===== src/rtl/rs232_pkg.sv =====
// Shared definitions for the RS-232 byte receiver: receiver states, the
// oversample factor and the baud divider calculation.
package rs232_pkg;

    localparam int OS_FACTOR = 16;
    localparam int DATA_W    = 8;

    typedef enum logic [2:0] {
        IDLE,
        START,
        DATA,
        PARITY,
        STOP,
        BREAK
    } rx_state_t;

    function automatic int calc_div(input int clk_freq, input int baud);
        int d;
        d = clk_freq / (baud * OS_FACTOR);
        return (d < 1) ? 1 : d;
    endfunction

endpackage


===== src/rtl/rs232_baud_tick.sv =====
// Oversample tick generator: one-clock tick every DIV clocks, re-phased by restart.
// The first tick follows restart by one clock so sampling stays centred despite sync latency.
module rs232_baud_tick
    import rs232_pkg::*;
#(
    parameter int CLK_FREQ = 50_000_000,
    parameter int BAUD     = 115200
) (
    input  logic clk_ref,
    input  logic rst_n,
    input  logic restart,
    output logic tick
);

    localparam int DIV   = calc_div(CLK_FREQ, BAUD);
    localparam int CNT_W = (DIV > 1) ? $clog2(DIV) : 1;

    logic [CNT_W-1:0] cnt;

    always_ff @(posedge clk_ref or negedge rst_n) begin
        if (!rst_n) begin
            cnt <= '0;
        end else if (restart || (cnt == CNT_W'(DIV - 1))) begin
            cnt <= '0;
        end else begin
            cnt <= cnt + CNT_W'(1);
        end
    end

    assign tick = (cnt == '0);

endmodule


===== src/rtl/rs232_byte_rx.sv =====
// RS-232 byte receiver: 16x oversampling, 2-of-3 majority per bit, optional
// parity, frame-error detection and break hold-off.
module rs232_byte_rx
    import rs232_pkg::*;
#(
    parameter int CLK_FREQ   = 50_000_000,
    parameter int BAUD       = 115200,
    parameter int PARITY_EN  = 0,
    parameter int PARITY_ODD = 0
) (
    input  logic       clk_ref,
    input  logic       rst_n,
    input  logic       i_rx_pin,
    output logic [7:0] o_rx_dat,
    output logic       o_rx_over,
    output logic       o_rx_frame_err,
    output logic       o_rx_parity_err,
    output logic       o_rx_busy
);

    rx_state_t         state, state_nxt;
    logic              sync_p0, sync_p1, rx_p2;
    logic [2:0]        settle;
    logic [3:0]        os_cnt;
    logic [2:0]        bit_idx;
    logic [DATA_W-1:0] shift_p;
    logic [1:0]        samp;
    logic              par_err;
    logic              tick, restart, decide, bit_val;
    logic              load_byte, frame_bad;

    function automatic logic maj3(input logic a, input logic b, input logic c);
        return (a & b) | (a & c) | (b & c);
    endfunction

    // Edge detection waits until rx_p2 holds a real line sample after reset.
    assign restart = (state == IDLE) && settle[2] && rx_p2 && !sync_p1;
    assign decide  = tick && (os_cnt == 4'd8);
    assign bit_val = maj3(samp[1], samp[0], sync_p1);

    rs232_baud_tick #(
        .CLK_FREQ (CLK_FREQ),
        .BAUD     (BAUD)
    ) u_baud_tick (
        .clk_ref (clk_ref),
        .rst_n   (rst_n),
        .restart (restart),
        .tick    (tick)
    );

    always_comb begin
        state_nxt = state;
        load_byte = 1'b0;
        frame_bad = 1'b0;
        case (state)
            IDLE:   if (restart) state_nxt = START;
            START:  if (decide) state_nxt = bit_val ? IDLE : DATA;
            DATA:   if (decide && (bit_idx == 3'd7))
                        state_nxt = (PARITY_EN != 0) ? PARITY : STOP;
            PARITY: if (decide) state_nxt = STOP;
            STOP: begin
                if (decide) begin
                    if (bit_val) begin
                        load_byte = 1'b1;
                        state_nxt = IDLE;
                    end else begin
                        frame_bad = 1'b1;
                        state_nxt = BREAK;
                    end
                end
            end
            BREAK:  if (sync_p1) state_nxt = IDLE;
            default: state_nxt = IDLE;
        endcase
    end

    always_ff @(posedge clk_ref or negedge rst_n) begin
        if (!rst_n) begin
            state           <= IDLE;
            sync_p0         <= 1'b1;
            sync_p1         <= 1'b1;
            rx_p2           <= 1'b1;
            settle          <= '0;
            os_cnt          <= '0;
            bit_idx         <= '0;
            par_err         <= 1'b0;
            o_rx_dat        <= '0;
            o_rx_over       <= 1'b0;
            o_rx_frame_err  <= 1'b0;
            o_rx_parity_err <= 1'b0;
        end else begin
            state   <= state_nxt;
            sync_p0 <= i_rx_pin;
            sync_p1 <= sync_p0;
            // A good stop bit counts as the level preceding the next start bit,
            // so a start arriving mid-stop is still seen as a falling edge.
            rx_p2   <= load_byte ? 1'b1 : sync_p1;
            settle  <= {settle[1:0], 1'b1};

            if (restart)
                os_cnt <= '0;
            else if (tick)
                os_cnt <= os_cnt + 4'd1;

            if (state == START && decide)
                bit_idx <= '0;
            else if (state == DATA && decide)
                bit_idx <= bit_idx + 3'd1;

            if (restart)
                par_err <= 1'b0;
            else if (state == PARITY && decide)
                par_err <= bit_val ^ (^shift_p) ^ (PARITY_ODD != 0);

            o_rx_over       <= load_byte;
            o_rx_parity_err <= load_byte & par_err;
            o_rx_frame_err  <= frame_bad;
            if (load_byte)
                o_rx_dat <= shift_p;
        end
    end

    always_ff @(posedge clk_ref) begin
        if (tick && os_cnt == 4'd6)
            samp[0] <= sync_p1;
        if (tick && os_cnt == 4'd7)
            samp[1] <= sync_p1;
        if (state == DATA && decide)
            shift_p <= {bit_val, shift_p[DATA_W-1:1]};
    end

    assign o_rx_busy = (state != IDLE);

endmodule


===== config.mk =====
export PLATFORM = sky130hd
export DESIGN_NAME = rs232_byte_rx
export DESIGN_NICKNAME = d
export VERILOG_FILES = /design/src/rtl/rs232_pkg.sv /design/src/rtl/rs232_baud_tick.sv /design/src/rtl/rs232_byte_rx.sv
export SDC_FILE = /design/constraint.sdc
export NUM_CORES = 1
export LEC_CHECK = 0
export CAP_MARGIN = 20
export CELL_PAD_IN_SITES_DETAIL_PLACEMENT = 1
export CELL_PAD_IN_SITES_GLOBAL_PLACEMENT = 1
export CORE_UTILIZATION = 41
export DETAILED_ROUTE_END_ITERATION = 6
export DONT_BUFFER_PORTS = 1
export GPL_ROUTABILITY_DRIVEN = 0
export PLACE_DENSITY_LB_ADDON = 0.2
export SYNTH_ARGS = -nofsm -noshare
export SYNTH_HDL_FRONTEND = slang
export SYNTH_SLANG_ARGS = --single-unit

===== constraint.sdc =====
create_clock -name clk_ref -period 2.2 [get_ports clk_ref]
set_clock_uncertainty 0.1 [all_clocks]
set_input_delay 0.44 -clock clk_ref [delete_from_list [all_inputs] [get_ports clk_ref]]
set_output_delay 0.44 -clock clk_ref [all_outputs]
set_load 0.1 [all_outputs]

==> metrics.txt <==
max-slew violations=0; first-pass GRT wire length=6.64 mm; Post-Syn Area per Cell=11.4 µm²; worst slack, placed=0.104 ns; combinational share of power=17.1%; Mapped Cells=170; Inserted Diodes=0; wire length per cell=15.4 µm; final hold violation count=0; cell area after synthesis=0.00194 mm²; crit path from=state[1]; CP Depth=2; Unique masters post-synth=38; Net Sw Power=0.000536 W; Post-DP HPWL=2.74 mm; vias in the first global route=1,384; Sequential Power Share=54.6%; Tmin final=2.05 ns; grt total ovfl=0; CP arrival=1.51 ns; Final ANT Viol Nets=0; synth warn=0; Port Buf Inserts=0; Critical Path End=o_rx_busy; Clock power frac=28.3%; RSZ-0062 raised after global routing=no; final std cell area, no fill=0.00224 mm²; Peak VDD IR=0.000609 V; TritonRoute pass-1 iters=6; fmax=488 MHz; layout cells sized above 1=18.8%; Vias/cell=5.19; CP required=1.66 ns; Critical Setup Path Class=reg2out; pwr/cell area=804 mW/mm²; top post-synthesis cells by area=dfrtp_1 (39%), edfxtp_1 (15%), nand2_1 (6.0%); Synth top area share=38.7%; Static Leak=1.04 nW; ys async rst share=76.7%; max-cap viol count=0; initial DRC count=14; Synth top cells by count=nand2_1 (31), dfrtp_1 (30), nor2_1 (14); Die ar.=0.00501 mm²; Die Ht=70.8 µm; root buf cell=clkbuf_8; Starting Density=43.6%; worst reg-to-reg setup slack=0.22 ns; largest net degree at the start of global routing=34; status=finished, final reports clean; via count=1,266; Post-Syn Nets=181; Clock Sinks=43; final setup violation count=0; CP max-delay cell=dfrtp_1; CTS Buffer Depth=2; WL final=3.75 mm; Worst path top cell family by delay=flip-flops; nets@finish=202; CTS tree=yes; Worst-path clk slew=0.08 ns; Die X-Extent=70.8 µm; R2R Path Start=u_baud_tick.cnt[0]; Final period util=93.1%; max_slew headroom=51.4%; register area share after synthesis=58.3%; Crit Reg-Reg Endpoint=bit_idx[1]; R2R depth=7; setup ws final=0.153 ns; GRT Resource Usage Total=16.9%; Filler cells=480; Switching Fraction=29.8%; synth-to-layout area growth=15.3%; actual slew at the worst max-slew pin=0.722 ns; CP endpoint kind=output pin; initial antenna violation count=0; count leader, synth=nand2_1; CP max stage delay=0.51 ns; Setup Total Neg Slack=0 ns; I/O pins=15; Post-synth EDFFs=10; Post-synth top flop=dfrtp_1; Setup crit start kind=flip-flop; DRC viols=0; crit path buf inv count=1; Int Pwr=0.00126 W; post-synth top area cell=dfrtp_1; crit-path max FO=11; Hold/Removal Path Class=in2reg; placed instance area=0.00210 mm²; clk_lat worst skew=0.30 ns; critical-path cell list=or3_1 -> buf_4; hold_sp=i_rx_pin; core box area=0.00444 mm²; TritonCTS Buffers=5; htree depth=2; #FFs+latches synth=43; row count=24
-- worst reg2reg max path, delay by kind of cell, from the launching register on --
| family | cells | cell delay, ns |
|---|---|---|
| AO/OA/AOI/OAI | 2 | 0.39 |
| adder cells (fa/ha/maj) | 1 | 0.15 |
| buffers and inverters | 1 | 0.09 |
| flip-flops | 1 | 0.41 |
| AND/OR/NAND/NOR | 3 | 0.74 |
-- state kept, by name, summed over array words and instances (netlist names) --
register	cells
u_baud_tick.cnt	5
sync_p1	1
o_rx_frame_err	1
state	3
sync_p0	1
o_rx_parity_err	1
settle	3
os_cnt	4
par_err	1
bit_idx	3
rx_p2	1
o_rx_over	1
o_rx_dat	8
samp	2
shift_p	8
-- routing by layer --
layer  GRT usage, %  up-vias  part of all wire (%)
met5              0        -                     0
met4           5.33        0                  0.88
met3           3.42        4                   2.5
met2           29.5       18                    50
met1           21.3      628                    46
li1               -      616                     -
-- stage by stage --
stage	cells	total power, W	util (%)	hold WS (ns)
after global routing	244	0.00191	50.3	0.0217
after CTS	243	0.00182	50.0	0.0271
after detailed placement	233	0.00128	47.2	0.0451
after floorplan	170	0.00120	-	0.0444
after global placement	233	0.00126	47.2	0.0452
final	244	0.00180	50.3	0.0369
-- timing repair --
action,CTS,global route
gates resized for setup,0,2
hold buffers,2,0
buffers inserted,0,1
setup endpoints to repair,0,4
endpoints found under the hold margin,33,0
-- placed cells by master, fill, tap and decap left out, drive strengths merged, types with 4 or more instances in the layout --
master  instances
nand2          31
dfrtp          30
buf            17
nor2           14
edfxtp         10
inv             9
xnor2           8
ha              8
clkbuf          5
nor3            5
o21ai           5
xor2            4
a21oi           4
-- cells by family (layout without fill, tap and decap cells) --
family,Yosys count,count (layout),share of synthesized area (%)
AO/OA/AOI/OAI,20,20,7.10
XOR/XNOR,13,13,6.58
adder cells (fa/ha/maj),8,8,5.16
buffers and inverters,13,35,2.90
flip-flops,43,43,58.3
multiplexers,1,1,0.516
other,1,1,0.193
AND/OR/NAND/NOR,71,71,19.3
-- worst min path at each step --
stage / depth (start not counted) / slack [ns] / to
2_1_floorplan: 0 / 0.04 / bit_idx[0]
3_3_place_gp: 0 / 0.05 / bit_idx[2]
3_5_place_dp: 0 / 0.05 / bit_idx[2]
4_1_cts: 0 / 0.03 / sync_p0
5_1_grt: 0 / 0.02 / sync_p0
6_report: 0 / 0.04 / sync_p0
-- power by group through the flow --
| stage | combinational [W] | clock, W | sequential [W] |
|---|---|---|---|
| after global placement | 0.000273 | 0 | 0.000992 |
| after global routing | 0.000365 | 0.000554 | 0.000994 |
| after CTS | 0.000308 | 0.000527 | 0.000982 |
| after floorplan | 0.000229 | 0 | 0.000974 |
| final | 0.000308 | 0.000509 | 0.000981 |
| after detailed placement | 0.000285 | 0 | 0.000999 |
-- layout make-up --
type                    count  area [µm²]  share of cell area, %
clock inverters             3        25.0                   1.12
well taps                  52        65.1                   2.91
multi-input cells         114         763                   34.1
repair buffers             18         150                   6.72
clock buffers               5        68.8                   3.08
inverters                   9        33.8                   1.51
flip-flops and latches     43        1130                   50.5
No activity file was read; power rests on OpenSTA's default activity.
